$ cat src/rtl/pc_fetch_sequencer.sv
// pc_fetch_sequencer: owns the architectural PC, fetches each instruction over
// a req/ack handshake, holds it for decode/execute, then loads next_pc.
//
// state | meaning
// ------+--------------------------------------------------------------
// FETCH | imem_req asserted, waiting for imem_ack (bounded by timeout)
// EXEC  | instr valid and stable, waiting for exec_done
// HALT  | halt instruction retired, sticky until reset
// ERR   | fetch timeout or misaligned next_pc, sticky until reset
module pc_fetch_sequencer #(
  parameter logic [31:0] RESET_PC    = 32'h0000_0000,
  parameter int          ACK_TIMEOUT = 16
) (
  input  logic        clk,
  input  logic        rst,
  output logic [31:0] pc,
  output logic        imem_req,
  output logic [31:0] imem_addr,
  input  logic        imem_ack,
  input  logic [31:0] imem_rdata,
  output logic [31:0] instr,
  output logic        instr_valid,
  input  logic        exec_done,
  input  logic [31:0] next_pc,
  input  logic        halt,
  output logic        halted,
  output logic        fetch_err
);

  // Counter only ever reaches ACK_TIMEOUT-1, so clog2 bits are sufficient.
  localparam int CNT_W = (ACK_TIMEOUT > 2) ? $clog2(ACK_TIMEOUT) : 1;
  localparam logic [CNT_W-1:0] CNT_LAST = CNT_W'(ACK_TIMEOUT - 1);

  typedef enum logic [1:0] {
    ST_FETCH = 2'd0,
    ST_EXEC  = 2'd1,
    ST_HALT  = 2'd2,
    ST_ERR   = 2'd3
  } state_t;

  state_t           state_q, state_nx;
  logic [31:0]      pc_q, pc_nx;
  logic             req_q, req_nx;
  logic [31:0]      instr_q, instr_nx;
  logic             valid_q, valid_nx;
  logic             halted_q, halted_nx;
  logic             err_q, err_nx;
  logic [CNT_W-1:0] cnt_q, cnt_nx;

  // State and all registered outputs; reset returns to FETCH with req low.
  always_ff @(posedge clk or posedge rst) begin
    if (rst) begin
      state_q  <= ST_FETCH;
      pc_q     <= RESET_PC;
      req_q    <= 1'b0;
      instr_q  <= 32'h0;
      valid_q  <= 1'b0;
      halted_q <= 1'b0;
      err_q    <= 1'b0;
      cnt_q    <= '0;
    end else begin
      state_q  <= state_nx;
      pc_q     <= pc_nx;
      req_q    <= req_nx;
      instr_q  <= instr_nx;
      valid_q  <= valid_nx;
      halted_q <= halted_nx;
      err_q    <= err_nx;
      cnt_q    <= cnt_nx;
    end
  end

  // Next-state and next-output decode; everything holds unless a transition fires.
  always_comb begin
    state_nx  = state_q;
    pc_nx     = pc_q;
    req_nx    = req_q;
    instr_nx  = instr_q;
    valid_nx  = valid_q;
    halted_nx = halted_q;
    err_nx    = err_q;
    cnt_nx    = cnt_q;

    unique case (state_q)
      ST_FETCH: begin
        if (!req_q) begin
          // Only reachable right after reset: raise the request first, so an
          // ack seen before the request is out is not treated as a fetch.
          req_nx = 1'b1;
          cnt_nx = '0;
        end else if (imem_ack) begin
          // Ack wins even on the timeout cycle.
          instr_nx = imem_rdata;
          valid_nx = 1'b1;
          req_nx   = 1'b0;
          cnt_nx   = '0;
          state_nx = ST_EXEC;
        end else if (cnt_q == CNT_LAST) begin
          err_nx    = 1'b1;
          halted_nx = 1'b1;
          req_nx    = 1'b0;
          cnt_nx    = '0;
          state_nx  = ST_ERR;
        end else begin
          cnt_nx = cnt_q + CNT_W'(1);
        end
      end

      ST_EXEC: begin
        req_nx = 1'b0;
        if (exec_done) begin
          valid_nx = 1'b0;
          if (halt) begin
            halted_nx = 1'b1;
            state_nx  = ST_HALT;
          end else if (next_pc[1:0] != 2'b00) begin
            err_nx    = 1'b1;
            halted_nx = 1'b1;
            state_nx  = ST_ERR;
          end else begin
            pc_nx    = next_pc;
            req_nx   = 1'b1;
            cnt_nx   = '0;
            state_nx = ST_FETCH;
          end
        end
      end

      ST_HALT, ST_ERR: begin
        req_nx   = 1'b0;
        valid_nx = 1'b0;
      end

      default: begin
        state_nx = ST_ERR;
      end
    endcase
  end

  assign pc          = pc_q;
  assign imem_addr   = pc_q;
  assign imem_req    = req_q;
  assign instr       = instr_q;
  assign instr_valid = valid_q;
  assign halted      = halted_q;
  assign fetch_err   = err_q;

endmodule

$ cat config.mk
export PLATFORM = sky130hd
export DESIGN_NAME = pc_fetch_sequencer
export DESIGN_NICKNAME = d
export VERILOG_FILES = /design/src/rtl/pc_fetch_sequencer.sv
export SDC_FILE = /design/constraint.sdc
export NUM_CORES = 1
export LEC_CHECK = 0
export ABC_AREA = 0
export BUFFER_PORTS_ARGS = -buffer_cell sky130_fd_sc_hd__buf_4
export CORE_AREA = 2 2 93 95
export DETAILED_ROUTE_END_ITERATION = 6
export DIE_AREA = 0 0 95 97
export GPL_TIMING_DRIVEN = 0
export PLACE_DENSITY = 0.81
export SLEW_MARGIN = 20
export SYNTH_ARGS = -nofsm -noshare
export SYNTH_HDL_FRONTEND = slang
export SYNTH_SLANG_ARGS = --single-unit
export TNS_END_PERCENT = 1
$ cat constraint.sdc
create_clock -name clk -period 2.8 [get_ports clk]
set_clock_uncertainty 0.2 [all_clocks]
set_input_delay 0.7 -clock clk [delete_from_list [all_inputs] [get_ports clk]]
set_output_delay 0.7 -clock clk [all_outputs]
set_load 0.05 [all_outputs]
; Word level (Yosys, flattened, before mapping)
; Cells that the tools add are included.
[classes]
div_mod_pow = 0
add_sub_neg = 1
n_eq_ne = 14
muxes = 35
n_mul = 0
order_cmp = 0
shift = 0
n_reduce_logical = 11
bitwise = 2
[ops]
columns = operator, count
row1 = two-way mux 4 bit, 6
row2 = two-way mux 1 bit, 17
row3 = "!= test 2 bit, second input constant", 8
row4 = two-way mux 2 bit, 6
row5 = AND reduction 4 bit, 3
row6 = case mux 4 bit (2 select lines), 1
row7 = AND reduction 7 bit, 1
row8 = "!= test 3 bit, second input constant", 2
row9 = case mux 1 bit (3 select lines), 2
row10 = AND reduction 3 bit, 2
row11 = AND reduction 6 bit, 1
row12 = "adder 4 x 1 -> 4 bit, second input constant", 1
row13 = "equality test 2 bit, second input constant", 2
row14 = "equality test 4 bit, second input constant", 1
row15 = case mux 1 bit (2 select lines), 2
row16 = case mux 2 bit (2 select lines), 1
row17 = nonzero test 2 bit, 2
row18 = "equality test 2 x 1 -> 1 bit, second input constant", 1
row19 = logical NOT 2 bit, 1
row20 = NOT 1 bit, 2
row21 = OR reduction 2 bit, 1
[word_totals]
ram_bits = 0
n_memories = 0
inputBits = 69
romBits = 0
elab_cells = 71
regBits = 74
latch_bits = 0
output_inout_bits = 100

; Depth between registers and ports, before layout
[depth]
word_depth = 5
ltp_mapped = 5
depth_no_buf = 5

; Least setup slack after synthesis
; OpenSTA, ideal clock, no wires.
[synth_path]
path_kind = in2reg
start = input next_pc[0]
end = register pc_q[2], in the netlist imem_addr[2]
path_stages = 5
setup_time_ns = 0.125
arrival_time_ns = 1.934
required_ns = 2.475
slack_ns = 0.541
n_path_buf = 2
cell_sequence = or4b_1 -> nand2b_4 -> buf_6 -> buf_6 -> mux2_4
[synth_between]
elab_chain_len = 3
[synth_lines]
columns = element, line
row1 = "start, declared", 24  ; input logic [31:0] next_pc,
row2 = nonzero test 2 bit, 116  ; end else if (next_pc[1:0] != 2'b00) begin
row3 = NOT 1 bit (no line), --
row4 = AND reduction 4 bit (no line), --
row5 = "end signal, assigned", 63  ; pc_q <= pc_nx;
row6 = "end, declared", 42  ; logic [31:0] pc_q, pc_nx;
; Every way passes these cells.
; A chain may end at the register's enable or synchronous reset.

; Worst setup path after layout
[layout_path]
start = input imem_ack
end = register instr_q[13], in the netlist instr[13]
[layout_between]
elab_chain_len = 1
[layout_lines]
columns = element, line
row1 = "start, declared", 19  ; input logic imem_ack,
row2 = AND reduction 3 bit (no line), --
row3 = "end signal, assigned", 65  ; instr_q <= instr_nx;
row4 = "end, declared", 44  ; logic [31:0] instr_q, instr_nx;
; Every way passes these cells.

==> qor.yml <==
outcome:
  status: "complete, no violations"
layout:
  utilization_pct: 60.6
  layout.nets: 480
  drive_above_1_share_pct: 69.9
  area_growth_pct: 49.9
  n_antenna_cell: 0
cts:
  cts_root_buf: "clkbuf_8"
  cts_resized: 0
  clock_latency_ns: 0.33
  cts.sinks: 74
  cts_hold_buffers: 0
  tritoncts: "yes"
  numCtsBuffers: 9
  cts_max_level: 3
  cts_setup_buffers: 0
  cts_buffer_depth: 2
  clk_pin_slew_worst_paths_ns: 0.09
synth:
  yosys_warnings: 0
  avgSynthCellArea_um2: 14.3
  synth_top_area_cell: "dfrtp_1"
  netlist.area_leader.share_pct: 56.4
  netlist_area_mm2: 0.00329
  synth-edff-count: 0
  async_flop_share_pct: 100
  yosys_most_used_dff: "dfrtp_1"
  synth_area_leaders: "dfrtp_1 (56%), mux2_4 (12%), mux2_2 (12%)"
  synth_cells: 230
  syn_nets: 300
  ys_seq_elements: 74
  synth.distinct_cells: 31
  seq_area_frac_synth_pct: 56.4
placement:
  pre_cts_slack_ns: 0.185
  io_buffers: 168
  gp_congestion: 0.816
  dpl.hpwl_um: 5920
job:
  maxCapViolations: 0
grt:
  gr-total-overflow: 0
  grt_pass1_vias: 2395
  grt_max_degree: 48
  grt_pass1_wl_um: 11900
  antenna_found_initial: 0
  track_usage_pct: 16.5
pwr:
  ir_drop_mv: 0.537
  power_density_mw_per_mm2: 1210
  p_leak_nw: 2.68
worst_setup_path:
  r2r_cells: 4
  crit_path_end_kind: "flip-flop"
  r2r-start: "imem_req"
  start_kind: "input port"
  cp_slowest_cell: "nor3_1"
  timing.critical_path.cells: "buf_4 -> nand2_1 -> nor3_1 -> buf_2 -> mux2_2"
  crit_path_max_incr_delay_ns: 0.49
  r2r_setup_slack_ns: 0.71
  path_class: "in2reg"
  cp_data_arrival_time_ns: 2.13
  critPathRequiredTime_ns: 2.81
  crit_fanout: 10
  r2r-end: "instr[13]"
detailed_routing:
  drt-total-wl_um: 7620
  drc: 0
  ant_nets: 0
  firstDrtPassIters: 4
  routed_via_density: 4.61
  routedWlPerCell_um: 14.6
  drt_iter0_drc: 66
  routed-via-count: 2395
timing:
  tns_ns: 0
  final_max_slew_viol_count: 0
  timing.final.crit_share_pct: 75.8
  setup_viol_count_final: 0
  fmax_mhz: 471
  fin_crit_ns: 2.12
  rsz0062_at_grt: "no"
  relSlewSlack_pct: 58.6
  finalHoldViolations: 0
  tightest_slew_ns: 0.616
  layout_setup_ws_ns: 0.678
die:
  dieArea_mm2: 0.00922
  num_rows: 33
  die_y_um: 97
  initial_core_util_pct: 40.4
  die_w_um: 95
  pin_count: 169
  core_area_mm2: 0.00813
min_path:
  hp-class: "in2async"
-- through the flow --
stage	power (mW)	instance area, µm²	std cells	hold WS (ns)
2_1_floorplan	4.08	3290	230	0.244
3_3_place_gp	5.04	4680	503	0.263
3_5_place_dp	5.10	4710	504	0.254
4_1_cts	6.00	4930	520	0.148
5_1_grt	6.21	4930	520	0.142
6_report	5.95	4930	520	0.143
-- routing by layer --
metal	vias to the layer above	wire (µm)	global-route usage, %	share of wire (%)
li1	1124	-	-	-
met1	1146	2900	19.0	38
met2	114	3920	28.6	51
met3	11	704	5.53	9.2
met4	0	95	5.02	1.2
met5	-	0	0	0
-- how the worst max path moves through the flow --
stage,depth (start not counted),from,to,slack [ns]
3_5_place_dp,5,imem_ack,instr[13],0.18
3_3_place_gp,2,rst,imem_addr[12],-0.85
5_1_grt,4,imem_req,instr[13],0.41
6_report,5,imem_ack,instr[13],0.68
2_1_floorplan,1,rst,cnt_q[0],0.02
4_1_cts,5,imem_ack,instr[13],0.54
-- Yosys cell counts, drive strengths merged, types with 2 or more instances --
master	count
a21oi	2
and2	2
and3	2
buf	39
clkbuf	2
dfrtp	74
inv	3
mux2	62
nand2	7
nand2b	5
nand3	2
nor2	6
nor3	2
o21ai	9
or4	2
or4b	2
-- cells in the final DEF, fill, tap and decap left out, types with 3 or more instances in the layout --
master,count
dfrtp_1,74
buf_2,3
nand2_1,7
clkbuf_8,9
mux2_4,27
nor2_1,6
buf_4,200
nand2b_1,4
o21ai_0,9
mux2_2,35
-- power breakdown --
part | switching, mW | internal, mW
Sequential | 0.258 | 1.43
Clock | 0.389 | 0.500
Combinational | 2.18 | 1.20
Total | 2.83 | 3.12
-- kinds of logic (layout without fill, tap and decap cells) --
| logic type | after synthesis | in the layout | share of synthesized area, % |
|---|---|---|---|
| AO/OA/AOI/OAI | 16 | 16 | 2.93 |
| adder cells (fa/ha/maj) | 1 | 1 | 0.381 |
| buffers and inverters | 44 | 229 | 10.2 |
| flip-flops | 74 | 74 | 56.4 |
| multiplexers | 62 | 62 | 24.3 |
| AND/OR/NAND/NOR | 33 | 33 | 5.75 |
-- worst max-delay path: cells and delay by family --
kind,cells,cell delay (ns)
mux,1,0.38
simple gates,2,0.56
buf+inv,2,0.48
-- registers in the layout, indices dropped and copies added, names as in the netlist --
| name | flops |
|---|---|
| cnt_q | 4 |
| fetch_err | 1 |
| halted | 1 |
| imem_addr | 32 |
| imem_req | 1 |
| instr | 32 |
| instr_valid | 1 |
| state_q | 2 |
-- final cells by class --
cell class	instances	area, µm²
Buffer	41	325
Clock buffer	9	124
Clock inverter	7	93.8
Fill cell	644	3210
Inverter	3	13.8
Multi-Input combinational cell	112	1100
Sequential cell	74	1850
Tap cell	105	131
Timing Repair Buffer	169	1290
Note: power is estimated with default switching activity, not from simulation.
